File: config.mk
export PLATFORM = sky130hd
export DESIGN_NAME = led_seq_ctrl
export DESIGN_NICKNAME = d
export VERILOG_FILES = /design/src/rtl/led_seq_ctrl.sv
export SDC_FILE = /design/constraint.sdc
export NUM_CORES = 1
export LEC_CHECK = 0
export ABC_AREA = 0
export BUFFER_PORTS_ARGS = -buffer_cell sky130_fd_sc_hd__buf_2
export CORE_MARGIN = 4
export CORE_UTILIZATION = 64
export CTS_BUF_LIST = sky130_fd_sc_hd__clkbuf_8 sky130_fd_sc_hd__clkbuf_16
export DETAILED_ROUTE_END_ITERATION = 10
export PLACE_DENSITY = 0.95
export SYNTH_ARGS = -nofsm -noshare
export SYNTH_HDL_FRONTEND = slang
export SYNTH_SLANG_ARGS = --single-unit
File: constraint.sdc
create_clock -name clk -period 3.6 [get_ports clk]
set_clock_uncertainty 0.2 [all_clocks]
set_input_delay 0.9 -clock clk [delete_from_list [all_inputs] [get_ports clk]]
set_output_delay 0.9 -clock clk [all_outputs]
set_load 0.1 [all_outputs]
File: src/rtl/led_seq_ctrl.sv
`default_nettype none
// ============================================================================
//  Module      : led_seq_ctrl
//  Description : Runtime-configurable sequencer for the 4-LED board display.
//                Four step patterns, four speeds, pause/resume, driven by
//                single-cycle key pulses from the key debouncer.
//  Revision    : 1.0 - initial release
// ============================================================================
module led_seq_ctrl #(
   parameter int TICK_BASE = 12_500_000   // base tick period in clk cycles
) (
   input  logic       clk,
   input  logic       rst_n,
   input  logic       key_mode,
   input  logic       key_up,
   input  logic       key_dn,
   input  logic       key_pause,
   output logic [3:0] led,
   output logic [1:0] mode,
   output logic [1:0] speed,
   output logic       paused
);

   // Terminal count of the prescaler; TICK_BASE up to 2^24 still fits.
   localparam logic [23:0] TICK_LAST = 24'(TICK_BASE - 1);

   logic [23:0] base_cnt;
   logic [1:0]  step_cnt;
   logic [2:0]  pos;

   logic        base_tick;
   logic        run;
   logic [1:0]  step_thr;
   logic        step_fire;
   logic [2:0]  pos_last;
   logic [2:0]  pos_adv;
   logic [3:0]  pattern;

   // Tick/step decode. The step threshold shrinks as speed rises; using >=
   // means a speed-up that lands below the current count fires at once.
   always_comb begin
      run       = ~paused;
      base_tick = (base_cnt == TICK_LAST);
      step_thr  = 2'd3 - speed;
      step_fire = run & base_tick & (step_cnt >= step_thr);
   end

   // Per-mode last position and the wrapped position advance.
   always_comb begin
      pos_last = 3'd3;
      case (mode)
         2'd0:    pos_last = 3'd3;
         2'd1:    pos_last = 3'd3;
         2'd2:    pos_last = 3'd5;
         default: pos_last = 3'd1;
      endcase
      pos_adv = (pos >= pos_last) ? 3'd0 : pos + 3'd1;
   end

   // Pattern lookup from the current mode and position.
   always_comb begin
      pattern = 4'b0000;
      case (mode)
         2'd0: begin
            case (pos)
               3'd0:    pattern = 4'b1000;
               3'd1:    pattern = 4'b0100;
               3'd2:    pattern = 4'b0010;
               3'd3:    pattern = 4'b0001;
               default: pattern = 4'b0000;
            endcase
         end
         2'd1: begin
            case (pos)
               3'd0:    pattern = 4'b0001;
               3'd1:    pattern = 4'b0010;
               3'd2:    pattern = 4'b0100;
               3'd3:    pattern = 4'b1000;
               default: pattern = 4'b0000;
            endcase
         end
         2'd2: begin
            case (pos)
               3'd0:    pattern = 4'b1000;
               3'd1:    pattern = 4'b0100;
               3'd2:    pattern = 4'b0010;
               3'd3:    pattern = 4'b0001;
               3'd4:    pattern = 4'b0010;
               3'd5:    pattern = 4'b0100;
               default: pattern = 4'b0000;
            endcase
         end
         default: begin
            case (pos)
               3'd0:    pattern = 4'b1111;
               default: pattern = 4'b0000;
            endcase
         end
      endcase
   end

   // Prescaler, step divider and position. A mode change restarts the
   // whole timing chain and takes priority over a coincident step.
   always_ff @(posedge clk or negedge rst_n) begin
      if (!rst_n) begin
         base_cnt <= 24'd0;
         step_cnt <= 2'd0;
         pos      <= 3'd0;
      end else if (key_mode) begin
         base_cnt <= 24'd0;
         step_cnt <= 2'd0;
         pos      <= 3'd0;
      end else if (run) begin
         base_cnt <= base_tick ? 24'd0 : base_cnt + 24'd1;
         if (step_fire) begin
            step_cnt <= 2'd0;
            pos      <= pos_adv;
         end else if (base_tick) begin
            step_cnt <= step_cnt + 2'd1;
         end
      end
   end

   // Mode, speed and pause state; keys act on the edge that samples them,
   // and pause uses the pre-toggle value so a coincident step still lands.
   always_ff @(posedge clk or negedge rst_n) begin
      if (!rst_n) begin
         mode   <= 2'd0;
         speed  <= 2'd0;
         paused <= 1'b0;
      end else begin
         if (key_mode)
            mode <= mode + 2'd1;
         if (key_up && !key_dn && speed != 2'd3)
            speed <= speed + 2'd1;
         else if (key_dn && !key_up && speed != 2'd0)
            speed <= speed - 2'd1;
         paused <= paused ^ key_pause;
      end
   end

   // Registered LED drive, one cycle behind the mode/position registers.
   always_ff @(posedge clk or negedge rst_n) begin
      if (!rst_n)
         led <= 4'b0000;
      else
         led <= pattern;
   end

endmodule
`default_nettype wire

==> flow_metrics.py, run 1 <==
metrics = {
    "synth": {
        "syn_inst": 234,
        "synth_nets": 254,
        "synth-edff-count": 0,
        "ys_types": 43,
        "seq_area_frac_synth_pct": 43.5,
        "yosysMostFrequentCell": "dfrtp_1",
        "yosysTopAreaCell": "dfrtp_1",
        "synth_common_cells": "dfrtp_1 (38), a21oi_1 (19), nand2_1 (18)",
        "netlist_area_mm2": 0.00219,
        "syn_area_per_cell_um2": 9.34,
        "synthTopCellsByArea": "dfrtp_1 (44%), ha_1 (8.0%), a21oi_1 (4.4%)",
        "synth_top_flop_cell": "dfrtp_1",
        "yosysWarningCount": 0,
        "ys_ff_latch": 38,
        "async_flop_share_pct": 100,
        "netlist.area_leader.share_pct": 43.5,
    },
    "power_and_ir_drop": {
        "peakVddDrop_mv": 0.387,
        "power_density_mw_per_mm2": 591,
        "p_leak_uw": 0.000977,
    },
    "layout": {
        "drive_gt1_share_pct": 10.6,
        "syn2layout_area_growth_pct": 7.56,
        "multi_input_area_mm2": 0.00115,
        "register_area_um2": 951,
        "nNetsFinal": 266,
        "nFillCells": 210,
        "stdcell_area_mm2": 0.00235,
        "num_antenna_cells": 0,
    },
    "clocking": {
        "cts_made_buffers": 5,
        "clk_pin_slew_ns": 0.07,
        "post-cts-setup-buffers": 0,
        "cts_sinks": 38,
        "clock_path_buffers": 2,
        "clk_latency_ns": 0.28,
        "ctsHoldBuffers": 0,
        "root_buffer": "clkbuf_8",
        "tritoncts": "yes",
        "cts-htree-levels": 2,
        "post_cts_resized": 0,
    },
    "job": {
        "drv_cap": 0,
    },
    "routing": {
        "drt-wirelength-per-cell_um": 15.1,
        "drt_iter0_drc": 123,
        "viasPerCell": 6.32,
        "drc": 0,
        "firstDrtPassIters": 5,
        "antenna_left": 0,
        "drt-total-wl_um": 4380,
        "vias": 1832,
    },
    "setup_path": {
        "r2r-end": "base_cnt[13]$_DFFE_PN0P_",
        "arrival_ns": 2.62,
        "critical_path_peak_fanout": 18,
        "critical_path_class": "flip-flop to flip-flop",
        "worstSetupStartpoint": "base_cnt[14]$_DFFE_PN0P_",
        "startpoint_type": "flip-flop",
        "reg2reg_depth": 4,
        "rrSetupSlack_ns": 0.90,
        "required_ns": 3.53,
        "r2r_start": "base_cnt[14]$_DFFE_PN0P_",
        "worstSetupEndpointType": "flip-flop",
    },
    "floorplan": {
        "fp.dieH_um": 66.4,
        "die_area_mm2": 0.00441,
        "rows": 20,
        "die_w_um": 66.4,
        "core-area_mm2": 0.00315,
        "io-pin-count": 15,
        "start_util_pct": 69.3,
    },
    "sta": {
        "rsz0062_at_grt": "false",
        "hold_viol_final": 0,
        "tns_ns": 0,
        "worst_hold_slack_ns": 0.350,
        "max_freq_mhz": 371,
        "fin_crit_ns": 2.70,
        "maxSlewViolCount": 0,
        "finalCritPeriodShare_pct": 74.9,
        "slew_headroom_pct": 45.9,
        "setup_violations": 0,
        "worst_slew_pin_slew_ns": 0.812,
        "worst_slack_ns": 0.904,
    },
    "min_path": {
        "holdPathStages": 2,
        "hold_end": "base_cnt[23]$_DFFE_PN0P_",
        "min_from": "base_cnt[23]$_DFFE_PN0P_",
        "min_path_type": "flip-flop to flip-flop",
    },
    "global_routing": {
        "grt_overflow_total": 0,
        "first_global_vias": 1695,
        "antenna_found_initial": 0,
        "grt.total_usage_pct": 22.6,
        "grt_pass1_wl_um": 7600,
        "grt_start_max_net_pins": 39,
    },
    "placed_design": {
        "port_buffers": 14,
        "place.gp.congestion": 0.974,
        "placed_cell_area_mm2": 0.00227,
        "hpwl_um": 3190,
        "place_ws_ns": 0.630,
    },
    "outcome": {
        "status": "completed",
    },
}
kinds of logic (layout without fill, tap and decap cells):
| logic type | count (synthesis) | after routing | share of synthesized area (%) |
|---|---|---|---|
| adder cells (fa/ha/maj) | 14 | 14 | 8.01 |
| XOR/XNOR | 12 | 12 | 4.81 |
| buffers and inverters | 21 | 33 | 3.72 |
| AO/OA/AOI/OAI | 52 | 52 | 14.6 |
| flip-flops | 38 | 38 | 43.5 |
| AND/OR/NAND/NOR | 95 | 95 | 24.4 |
| multiplexers | 2 | 2 | 0.973 |
per-layer routing:
metal,global-route usage (%),up-vias,wire [um]
li1,-,875,-
met1,28.0,875,1940
met2,37.7,65,2110
met3,4.93,17,217
met4,9.64,0,116
met5,0,-,0
placed cells by master, fill, tap and decap left out, types with 2 or more instances in the layout:
master / synthesis / final
a21oi_1: 19 / 19
buf_2: 2 / 14
clkbuf_8: 0 / 5
dfrtp_1: 38 / 38
ha_1: 14 / 14
inv_1: 12 / 14
nand2_1: 18 / 18
nand2b_1: 2 / 2
nand3_1: 9 / 9
nand4_1: 8 / 8
nor2_1: 16 / 16
nor2b_1: 5 / 5
nor3_1: 5 / 5
nor4_1: 2 / 2
o21ai_0: 11 / 11
o22ai_1: 4 / 4
o31ai_1: 8 / 8
or2_2: 3 / 3
or3_1: 6 / 6
or4_1: 11 / 11
or4b_1: 2 / 2
xnor2_1: 6 / 6
xor2_1: 6 / 6
state kept, by name, indices dropped and copies added (netlist names):
signal / cells
base_cnt: 24
led: 4
pos: 3
mode: 2
speed: 2
step_cnt: 2
paused: 1
final cells by class:
class / count / area share, %
multi-input cells: 175 / 49.1
flip-flops and latches: 38 / 40.4
clock inverters: 2 / 0.319
clock buffers: 5 / 2.93
repair buffers: 14 / 2.98
well taps: 44 / 2.34
inverters: 12 / 1.92
worst max-delay path by stage:
| stage | end | slack, ns | cells after the start |
|---|---|---|---|
| 3_5_place_dp | base_cnt[22]$_DFFE_PN0P_ | 0.63 | 5 |
| 6_report | base_cnt[13]$_DFFE_PN0P_ | 0.90 | 4 |
| 4_1_cts | base_cnt[13]$_DFFE_PN0P_ | 0.87 | 4 |
| 2_1_floorplan | pos[2]$_DFFE_PN0P_ | 0.77 | 8 |
| 3_3_place_gp | base_cnt[20]$_DFFE_PN0P_ | 0.69 | 5 |
| 5_1_grt | base_cnt[7]$_DFFE_PN0P_ | 0.78 | 4 |
metrics by stage:
step | util, % | std cells | power, uW
2_1_floorplan | - | 234 | 1020
3_5_place_dp | 72.1 | 283 | 1130
5_1_grt | 74.6 | 290 | 1470
6_report | 74.6 | 290 | 1390
3_3_place_gp | 72.1 | 283 | 1110
4_1_cts | 74.6 | 290 | 1390
where the power goes:
part | switching (uW) | internal, uW
clock | 139 | 128
combinational | 473 | 119
sequential | 52.0 | 479
worst max-delay path, stage by stage (launching register included):
cell and delay (ns):
dfrtp_1 0.42, or4b_1 0.55, or4_1 0.62, o21ai_2 0.62
a21oi_1 0.12
Power figures use the tool's default switching activity.
==> inputs of run 2 (changes only) <==
- CORE_UTILIZATION: 64 -> 54
- PLACE_DENSITY: 0.95 -> 0.87
- clock period: 3.6 -> 2.25 ns (I/O delays scaled with it)
==> run 2 against run 1 <==
The run now ends with negative setup slack left. Register-to-register slack got worse by 0.97 ns. Critical path type unchanged. Cell count rose by 12%. Clock power rose by 62%. Largest power group unchanged. Fmax rose by 16%. Critical path depth rose by 2. Worst hold slack got worse by 0.29 ns. Core utilization fell by 4.0 points. Design area rose by 14%.
==> flow_metrics.py, run 2 (synthesized netlist as in run 1, its figures left out) <==
metrics = {
    "sta": {
        "fin_crit_ns": 2.32,
        "hold_viol_final": 0,
        "maxSlewViolCount": 0,
        "setup_violations": 3,
        "slew_headroom_pct": 62.0,
        "max_freq_mhz": 432,
        "worst_slew_pin_slew_ns": 0.569,
        "finalCritPeriodShare_pct": 103,
        "worst_slack_ns": -0.0655,
        "rsz0062_at_grt": "true",
    },
    "clocking": {
        "clk_latency_ns": 0.29,
        "clk_pin_slew_ns": 0.07,
        "cts_made_buffers": 5,
        "root_buffer": "clkbuf_8",
        "ctsHoldBuffers": 0,
        "clock_path_buffers": 2,
        "tritoncts": "yes",
        "cts_sinks": 38,
        "cts-htree-levels": 2,
    },
    "global_routing": {
        "grt_busiest_layer": "met2",
        "gr-usage-met2_pct": 34.8,
        "grt.total_usage_pct": 20.9,
        "grt_start_max_net_pins": 26,
        "first_global_vias": 1948,
        "grtUsageMet3_pct": 5.75,
        "use_met1_pct": 25.7,
        "grt_overflow_total": 0,
        "grt_pass1_wl_um": 8470,
        "antenna_found_initial": 0,
    },
    "setup_path": {
        "r2r-end": "step_cnt[0]$_DFFE_PN0P_",
        "required_ns": 2.27,
        "critical_path_peak_fanout": 5,
        "arrival_ns": 2.34,
        "worstSetupEndpointType": "flip-flop",
        "critical_path_class": "flip-flop to flip-flop",
        "r2r_start": "base_cnt[0]$_DFFE_PN0P_",
        "startpoint_type": "flip-flop",
        "rrSetupSlack_ns": -0.07,
        "reg2reg_depth": 6,
    },
    "floorplan": {
        "start_util_pct": 57.5,
        "io-pin-count": 15,
        "core-area_mm2": 0.00380,
        "die_area_mm2": 0.00513,
        "die_w_um": 71.6,
        "fp.dieH_um": 71.6,
        "rows": 22,
    },
    "routing": {
        "drt-wirelength-per-cell_um": 14.7,
        "antenna_left": 0,
        "vias": 1884,
        "drt_iter0_drc": 121,
        "drc": 0,
        "firstDrtPassIters": 4,
        "drt-total-wl_um": 4780,
        "viasPerCell": 5.78,
    },
    "outcome": {
        "status": "finished with violations",
        "violations": "negative setup slack",
    },
    "power_and_ir_drop": {
        "p_switching_uw": 1090,
        "intPower_uw": 1270,
        "p_comb_share_pct": 45.3,
        "power_frac_clock_pct": 18.3,
        "switching_share_pct": 46.2,
        "seq_power_share_pct": 36.4,
        "p_leak_uw": 0.00115,
        "power_uw": 2360,
        "peakVddDrop_mv": 0.855,
        "power_density_mw_per_mm2": 880,
    },
    "placed_design": {
        "hpwl_um": 3550,
        "place_ws_ns": -0.124,
        "port_buffers": 14,
        "dp.cells": 317,
        "place.gp.congestion": 0.879,
    },
    "layout": {
        "fin_util_pct": 70.6,
        "final_cell_mix": "dfrtp_1 (33), buf_4 (30), nand2_1 (18)",
        "largest_reg_flops": 24,
        "num_antenna_cells": 0,
        "fin_cells": 326,
        "final_common_cell": "dfrtp_1",
        "largest_register": "base_cnt",
        "drive_gt1_share_pct": 25.5,
        "nFillCells": 279,
        "syn2layout_area_growth_pct": 22.7,
        "reg_top3": "base_cnt (24), led (4), pos (3)",
        "nNetsFinal": 297,
    },
    "job": {
        "drv_cap": 0,
    },
    "min_path": {
        "min_path_type": "input port to async pin",
    },
}
-- run 2: changes by cell type in the layout (fill, tap and decap cells not counted), sizes merged --
cell / before / now
buf: 14 / 45
inv: 14 / 15
-- run 2: worst max-delay path by stage --
stage                                   startpoint                        to  slack, ns  cells after the start
after floorplan                   paused$_DFF_PN0_  base_cnt[20]$_DFFE_PN0P_      -0.16                      6
after global placement    base_cnt[14]$_DFFE_PN0P_        pos[2]$_DFFE_PN0P_      -0.08                      4
after detailed placement  base_cnt[14]$_DFFE_PN0P_   step_cnt[0]$_DFFE_PN0P_      -0.12                      4
after CTS                 base_cnt[14]$_DFFE_PN0P_   step_cnt[0]$_DFFE_PN0P_      -0.06                      4
after global routing       base_cnt[0]$_DFFE_PN0P_   step_cnt[0]$_DFFE_PN0P_      -0.17                      6
final                      base_cnt[0]$_DFFE_PN0P_   step_cnt[0]$_DFFE_PN0P_      -0.07                      6
-- run 2: worst max-delay path: stages (launching register included) --
cell,delay [ns]
dfrtp_1,0.37
ha_2,0.20
nand4_1,0.12
buf_4,0.17
or4_4,0.56
or4b_4,0.50
a21oi_2,0.13
-- run 2: routing by layer --
metal / vias to the layer above / wire [um]
met1: 905 / 2100
met4: 0 / 95
met3: 13 / 184
met5: - / 0
li1: 938 / -
met2: 28 / 2400
-- run 2: final cells by class --
type | instances | area, um^2 | share of cell area (%)
clock buffers | 5 | 68.8 | 2.57
clock inverters | 3 | 11.3 | 0.420
inverters | 12 | 45.0 | 1.68
multi-input cells | 175 | 1210 | 45.3
flip-flops and latches | 38 | 967 | 36.1
well taps | 48 | 60.1 | 2.24
repair buffers | 45 | 315 | 11.8
-- run 2: timing repair --
item / in CTS / in global routing
pin swaps: 3 / 2
setup buffers: 1 / 1
resized for setup: 2 / 5
endpoints found under the setup margin: 21 / 24
-- run 2: through the flow --
step	TNS [ns]	hold slack (ns)	area (um^2)
6_report	-0.0736	0.0614	2680
5_1_grt	-2.01	0.0972	2680
2_1_floorplan	-0.725	0.0669	2260
3_5_place_dp	-1.43	0.318	2570
3_3_place_gp	-0.511	0.319	2570
4_1_cts	-0.0550	0.0698	2660
-- run 2: power groups by stage --
stage | combinational [uW] | clock, uW | sequential, uW
after CTS | 1070 | 444 | 858
after global routing | 1150 | 474 | 871
final | 1070 | 432 | 858
after global placement | 1040 | 0 | 864
after detailed placement | 1070 | 0 | 870
after floorplan | 309 | 0 | 1380
